### src/rtl/fetch_src_if.sv
// fetch_src_if: bundle between the fetch-source controller and its
// requesters / fetch mux.
//   slave  : controller side (takes requests, drives mux strobes and pulses)
//   master : requester / fetch-PC side
// Signals:
//   stall_i, ic_hit, irq_req, mc_req, mc_entry, mc_len   -> controller
//   en, mc_en, hwi, mc_rom_addr, pc_hold,
//   irq_ack, mc_ack, mc_done, busy                       <- controller
interface fetch_src_if #(
  parameter int MC_AWID = 10,
  parameter int MC_LWID = 4
);
  logic               stall_i;
  logic               ic_hit;
  logic               irq_req;
  logic               mc_req;
  logic [MC_AWID-1:0] mc_entry;
  logic [MC_LWID-1:0] mc_len;
  logic               en;
  logic               mc_en;
  logic               hwi;
  logic [MC_AWID-1:0] mc_rom_addr;
  logic               pc_hold;
  logic               irq_ack;
  logic               mc_ack;
  logic               mc_done;
  logic               busy;

  modport master (
    output stall_i, ic_hit, irq_req, mc_req, mc_entry, mc_len,
    input  en, mc_en, hwi, mc_rom_addr, pc_hold, irq_ack, mc_ack, mc_done, busy
  );

  modport slave (
    input  stall_i, ic_hit, irq_req, mc_req, mc_entry, mc_len,
    output en, mc_en, hwi, mc_rom_addr, pc_hold, irq_ack, mc_ack, mc_done, busy
  );
endinterface

### src/rtl/fetch_src_ctrl.sv
// fetch_src_ctrl: selects the fetch-stage instruction source among cache
// line, hardware-interrupt instruction and micro-code ROM.
// Ports:
//   clk  - rising-edge clock
//   rst  - synchronous reset, active-low
//   bus  - fetch_src_if.slave (requests in; mux strobes, pc_hold, pulses out)
//
// state    | meaning
// ---------+-------------------------------------------------------------
// ST_FETCH | normal fetch from cache; arbitrates irq_req > mc_req > fetch
// ST_HWI   | issue interrupt instruction for one unstalled cycle
// ST_MC    | issue micro-code groups until count reaches zero (atomic)
module fetch_src_ctrl #(
  parameter int MC_AWID = 10,
  parameter int MC_LWID = 4
) (
  input logic        clk,
  input logic        rst,
  fetch_src_if.slave bus
);

  // One extra bit so a length of 0 can hold 2**MC_LWID groups.
  localparam int CW = MC_LWID + 1;

  typedef enum logic [1:0] {
    ST_FETCH = 2'd0,
    ST_HWI   = 2'd1,
    ST_MC    = 2'd2
  } state_t;

  state_t             state_q, state_d;
  logic [MC_AWID-1:0] addr_q, addr_d;
  logic [CW-1:0]      count_q, count_d;
  logic               irq_ack_q, irq_ack_d;
  logic               mc_ack_q, mc_ack_d;
  logic               mc_done_q, mc_done_d;

  logic en_c, mc_en_c, hwi_c, pc_hold_c;

  always_ff @(posedge clk) begin
    if (!rst) begin
      state_q   <= ST_FETCH;
      addr_q    <= '0;
      count_q   <= '0;
      irq_ack_q <= 1'b0;
      mc_ack_q  <= 1'b0;
      mc_done_q <= 1'b0;
    end else begin
      state_q   <= state_d;
      addr_q    <= addr_d;
      count_q   <= count_d;
      irq_ack_q <= irq_ack_d;
      mc_ack_q  <= mc_ack_d;
      mc_done_q <= mc_done_d;
    end
  end

  // Next state and datapath. A stall leaves every register at its value and
  // suppresses new pulses.
  always_comb begin
    state_d   = state_q;
    addr_d    = addr_q;
    count_d   = count_q;
    irq_ack_d = 1'b0;
    mc_ack_d  = 1'b0;
    mc_done_d = 1'b0;
    if (!bus.stall_i) begin
      case (state_q)
        ST_FETCH: begin
          if (bus.irq_req) begin
            irq_ack_d = 1'b1;
            state_d   = ST_HWI;
          end else if (bus.mc_req) begin
            mc_ack_d = 1'b1;
            addr_d   = bus.mc_entry;
            count_d  = (bus.mc_len == '0) ? {1'b1, {MC_LWID{1'b0}}}
                                           : {1'b0, bus.mc_len};
            state_d  = ST_MC;
          end
        end
        ST_HWI: state_d = ST_FETCH;
        ST_MC: begin
          addr_d  = addr_q + MC_AWID'(1);
          count_d = count_q - CW'(1);
          if (count_q == CW'(1)) begin
            mc_done_d = 1'b1;
            state_d   = ST_FETCH;
          end
        end
        default: state_d = ST_FETCH;
      endcase
    end
  end

  // Mux strobes; all held low while reset is asserted.
  always_comb begin
    en_c      = 1'b0;
    mc_en_c   = 1'b0;
    hwi_c     = 1'b0;
    pc_hold_c = 1'b0;
    if (rst) begin
      if (bus.stall_i) begin
        pc_hold_c = 1'b1;
      end else begin
        case (state_q)
          ST_FETCH: begin
            if (bus.irq_req || bus.mc_req) begin
              pc_hold_c = 1'b1;
            end else begin
              en_c      = bus.ic_hit;
              pc_hold_c = ~bus.ic_hit;
            end
          end
          ST_HWI: begin
            hwi_c     = 1'b1;
            pc_hold_c = 1'b1;
          end
          ST_MC: begin
            mc_en_c   = 1'b1;
            pc_hold_c = 1'b1;
          end
          default: pc_hold_c = 1'b1;
        endcase
      end
    end
  end

  assign bus.en          = en_c;
  assign bus.mc_en       = mc_en_c;
  assign bus.hwi         = hwi_c;
  assign bus.pc_hold     = pc_hold_c;
  assign bus.mc_rom_addr = addr_q;
  assign bus.irq_ack     = irq_ack_q;
  assign bus.mc_ack      = mc_ack_q;
  assign bus.mc_done     = mc_done_q;
  assign bus.busy        = (state_q != ST_FETCH);

endmodule

### src/flat_wrapper.sv
// flat-port wrapper written by rule: the top's interface ports become plain ports
module fetch_src_ctrl_flat 
#(
  parameter int MC_AWID = 10,
  parameter int MC_LWID = 4
)
  (clk, rst, bus_stall_i, bus_ic_hit, bus_irq_req, bus_mc_req, bus_mc_entry, bus_mc_len, bus_en, bus_mc_en, bus_hwi, bus_mc_rom_addr, bus_pc_hold, bus_irq_ack, bus_mc_ack, bus_mc_done, bus_busy);
  fetch_src_if #(.MC_AWID(MC_AWID), .MC_LWID(MC_LWID)) bus_i ();
  input logic clk;
  input logic rst;
  input wire logic [$bits(bus_i.stall_i)-1:0] bus_stall_i;
  input wire logic [$bits(bus_i.ic_hit)-1:0] bus_ic_hit;
  input wire logic [$bits(bus_i.irq_req)-1:0] bus_irq_req;
  input wire logic [$bits(bus_i.mc_req)-1:0] bus_mc_req;
  input wire logic [$bits(bus_i.mc_entry)-1:0] bus_mc_entry;
  input wire logic [$bits(bus_i.mc_len)-1:0] bus_mc_len;
  output wire logic [$bits(bus_i.en)-1:0] bus_en;
  output wire logic [$bits(bus_i.mc_en)-1:0] bus_mc_en;
  output wire logic [$bits(bus_i.hwi)-1:0] bus_hwi;
  output wire logic [$bits(bus_i.mc_rom_addr)-1:0] bus_mc_rom_addr;
  output wire logic [$bits(bus_i.pc_hold)-1:0] bus_pc_hold;
  output wire logic [$bits(bus_i.irq_ack)-1:0] bus_irq_ack;
  output wire logic [$bits(bus_i.mc_ack)-1:0] bus_mc_ack;
  output wire logic [$bits(bus_i.mc_done)-1:0] bus_mc_done;
  output wire logic [$bits(bus_i.busy)-1:0] bus_busy;
  assign bus_i.stall_i = bus_stall_i;
  assign bus_i.ic_hit = bus_ic_hit;
  assign bus_i.irq_req = bus_irq_req;
  assign bus_i.mc_req = bus_mc_req;
  assign bus_i.mc_entry = bus_mc_entry;
  assign bus_i.mc_len = bus_mc_len;
  assign bus_en = bus_i.en;
  assign bus_mc_en = bus_i.mc_en;
  assign bus_hwi = bus_i.hwi;
  assign bus_mc_rom_addr = bus_i.mc_rom_addr;
  assign bus_pc_hold = bus_i.pc_hold;
  assign bus_irq_ack = bus_i.irq_ack;
  assign bus_mc_ack = bus_i.mc_ack;
  assign bus_mc_done = bus_i.mc_done;
  assign bus_busy = bus_i.busy;
  fetch_src_ctrl #(.MC_AWID(MC_AWID), .MC_LWID(MC_LWID)) u_core (.clk(clk), .rst(rst), .bus(bus_i));
endmodule
### config.mk
export PLATFORM = sky130hd
export DESIGN_NAME = fetch_src_ctrl_flat
export DESIGN_NICKNAME = d
export VERILOG_FILES = /design/src/rtl/fetch_src_if.sv /design/src/rtl/fetch_src_ctrl.sv /design/src/flat_wrapper.sv
export SDC_FILE = /design/constraint.sdc
export NUM_CORES = 1
export LEC_CHECK = 0
export BUFFER_PORTS_ARGS = -buffer_cell sky130_fd_sc_hd__buf_2
export CAP_MARGIN = 10
export CORE_AREA = 4 4 67 69
export DETAILED_ROUTE_END_ITERATION = 10
export DIE_AREA = 0 0 71 73
export PLACE_DENSITY = 0.55
export SLEW_MARGIN = 30
export SYNTH_ARGS = -nofsm -noshare
export SYNTH_HDL_FRONTEND = slang
export SYNTH_SLANG_ARGS = --single-unit
### constraint.sdc
create_clock -name clk -period 2 [get_ports clk]
set_input_delay 0.1 -clock clk [delete_from_list [all_inputs] [get_ports clk]]
set_output_delay 0.1 -clock clk [all_outputs]
set_load 0.05 [all_outputs]
==> impl_results.md <==
* Status: finished clean
* Initial Util at a little under a third
* H-tree depth at 1
* Global-route wire length before repair at ~5200 µm
* VDD IR max at around 0.34 mV
* Port Buf Inserts at 37
* Yosys Warn Count at 0
* Worst-margin pin slew at roughly 0.57 ns
* Crit path time final at ~1.8 ns
* Post-synth top area cell: dfxtp_1
* Layout Nets at 212
* Final Cycle Share at 88.3%
* Clock Path Buffers at 2
* CORE AREA at around 3900 µm²
* Final RePlAce weighted congestion at 0.793
* Mapped Cells at 153
* Unrepaired setup endpoints after global routing: false
* Relative slew margins at between 60% and 70%
* Ys flop type: dfxtp_1
* CP Launch Type: register
* Clk_lat worst skew at between 0.2 and 0.3 ns
* Leak at roughly 0.61 nW
* Synth-to-Final Area Change at 24.2%
* Max Cap Viol at 0
* Power Density at between 700 and 800 nW/µm²
* CP max FO at 8
* Fin Setup TNS at 0 ns
* DIE HEIGHT at around 73 µm
* Antenna Cells at 0
* Drc violations at 0
* Post-DR vias/cell at 4.98
* TritonCTS Buffers at 3
* Vias in the first global route at 1120
* GRT Total Usage at around an eighth
* Most area-consuming cells after synthesis: dfxtp_1, a21oi_1, nand2_1
* CTS Sinks at 20
* Fin Clk Skew at between 0.01 and 0.015 ns
* Dpl ws at 0.435 ns
* Setup Fix Bufs, Post-CTS at 0
* Data arrival, critical path at about 1.7 ns
* Routed Antenna Nets at 0
* Crit Path Category: register to output pin
* Yosys cell types at 45
* Mapped Area at between 1000 and 1500 µm²
* Root Driver: clkbuf_8
* CP Capture Type: output pin
* Synth Area per Inst at slightly below 8 µm²
* FF+latch count, synth at 20
* CTS resizes at 0
* Layout cell share with drive strength beyond 1 at between 20% and 30%
* CTS tree: done
* Post-synth top cells: dfxtp_1, nand2_1, a21oi_1
* Number of synthesized flops with an enable pin at 0
* Total Wirelength at between 3000 and 4000 µm
* Ports at 38
* CTS Hold Bufs at 0
* Final setup vio count at 0
* Fmax achieved at between 0.5 and 0.6 GHz
* Wirelength per Cell at ~13 µm
* Hpwl dp at 2250 µm
* Synth top area share at between 30% and 40%
* Initial DRC count at 57
* Sequential area share after synthesis at 33.7%
* Largest net degree at the start of global routing at 24
* Fin. max-slew vios at 0
* Die ar. at roughly 5200 µm²
* Fin. Hold Viols at 0
* Site Rows at 23
* Fillers at approximately 480
* Syn Nets at between 150 and 200
* Req. time, crit path at between 1.5 and 2 ns
* Reg clk slew, reported paths at around 0.08 ns
* Total gr overflow at 0
* Via count at 1185
* Most frequent cell after synthesis: dfxtp_1
* DR pass1 iterations at 4
* Initial antenna violation count at 0
* Asr flop ratio synth at 0%
* Die width at 71 µm
* HP Class: input port to register
* Final WS setup at about 0.23 ns
[per-stage QoR]
step	power, mW	hold WS, ns	utilization [%]	instances	area, µm²
floorplan	0.608	0.233	-	153	1200
global placement	0.667	0.367	35.9	234	1410
detailed placement	0.665	0.366	35.9	234	1410
CTS	1.07	0.0880	37.7	238	1480
global route	1.11	0.105	37.7	238	1480
finish	1.06	0.0876	37.7	238	1480
[worst paths after layout]
| check | startpoint | endpoint | slack [ns] | depth (start not counted) |
|---|---|---|---|---|
| min | bus_mc_entry[7] | u_core.bus.mc_rom_addr[7] | 0.09 | 3 |
| max reg2reg | u_core.bus.mc_rom_addr[0] | u_core.bus.mc_rom_addr[8] | 0.42 | 5 |
| max | u_core.state_q[1] | bus_en | 0.23 | 5 |
| min reg2reg | u_core.count_q[4] | u_core.count_q[4] | 0.48 | 2 |
[layout make-up]
class                      count  area (µm²)  area share (%)
clock buffer                   3        41.3            2.80
clock inverter                 1        30.0            2.03
timing repair buffer          39         200            13.6
sequential                    20         400            27.1
inverter                       4        15.0            1.02
multi-input combinational    121         727            49.2
tap                           50        62.6            4.24
[where the power goes]
group,internal (mW),switching [mW],total (mW)
combinational,0.0732,0.141,0.214
clock,0.267,0.139,0.406
sequential,0.417,0.0245,0.442
[metal layers]
| metal | global-route usage, % | vias to the layer above | wire length (µm) |
|---|---|---|---|
| met5 | 0 | - | 0 |
| met1 | 16.5 | 533 | 1520 |
| li1 | - | 626 | - |
| met4 | 3.76 | 0 | 20 |
| met3 | 2.75 | 2 | 145 |
| met2 | 19.5 | 24 | 1360 |
[flip-flops by register name, indices dropped and copies added (netlist names)]
| name | cells |
|---|---|
| u_core.state_q | 2 |
| u_core.bus.mc_done | 1 |
| u_core.bus.mc_ack | 1 |
| u_core.bus.irq_ack | 1 |
| u_core.count_q | 5 |
| u_core.bus.mc_rom_addr | 10 |
[kinds of logic after synthesis]
| kind of cell | share of synthesized area [%] |
|---|---|
| compound gates | 25.8 |
| mux | 1.89 |
| buf+inv | 5.89 |
| simple gates | 29.6 |
| flops | 33.7 |
| fa+ha+maj | 3.16 |
[worst max-delay path, cell delays in order (launching register included)]
cell and delay, ns:
dfxtp_1 0.41, or2_1 0.32, nor2_1 0.21, nand3_1 0.12, nor2_2 0.09, buf_2 0.27
[layout by cell type, fill, tap and decap left out, drive strengths merged, types with 2 or more instances in the layout]
cell type,count
inv,4
and4,2
nand3,5
nor4,3
nand2,19
nor2,16
nand2b,3
buf,39
nand4,2
nor2b,2
dfxtp,20
mux2,2
and2,2
a21o,2
nor3b,2
and2b,2
ha,3
a31oi,3
nor3,6
clkbuf,3
a21oi,16
a311oi,2
o21ai,15
o31a,2
No activity file was read; power rests on OpenSTA's default activity.
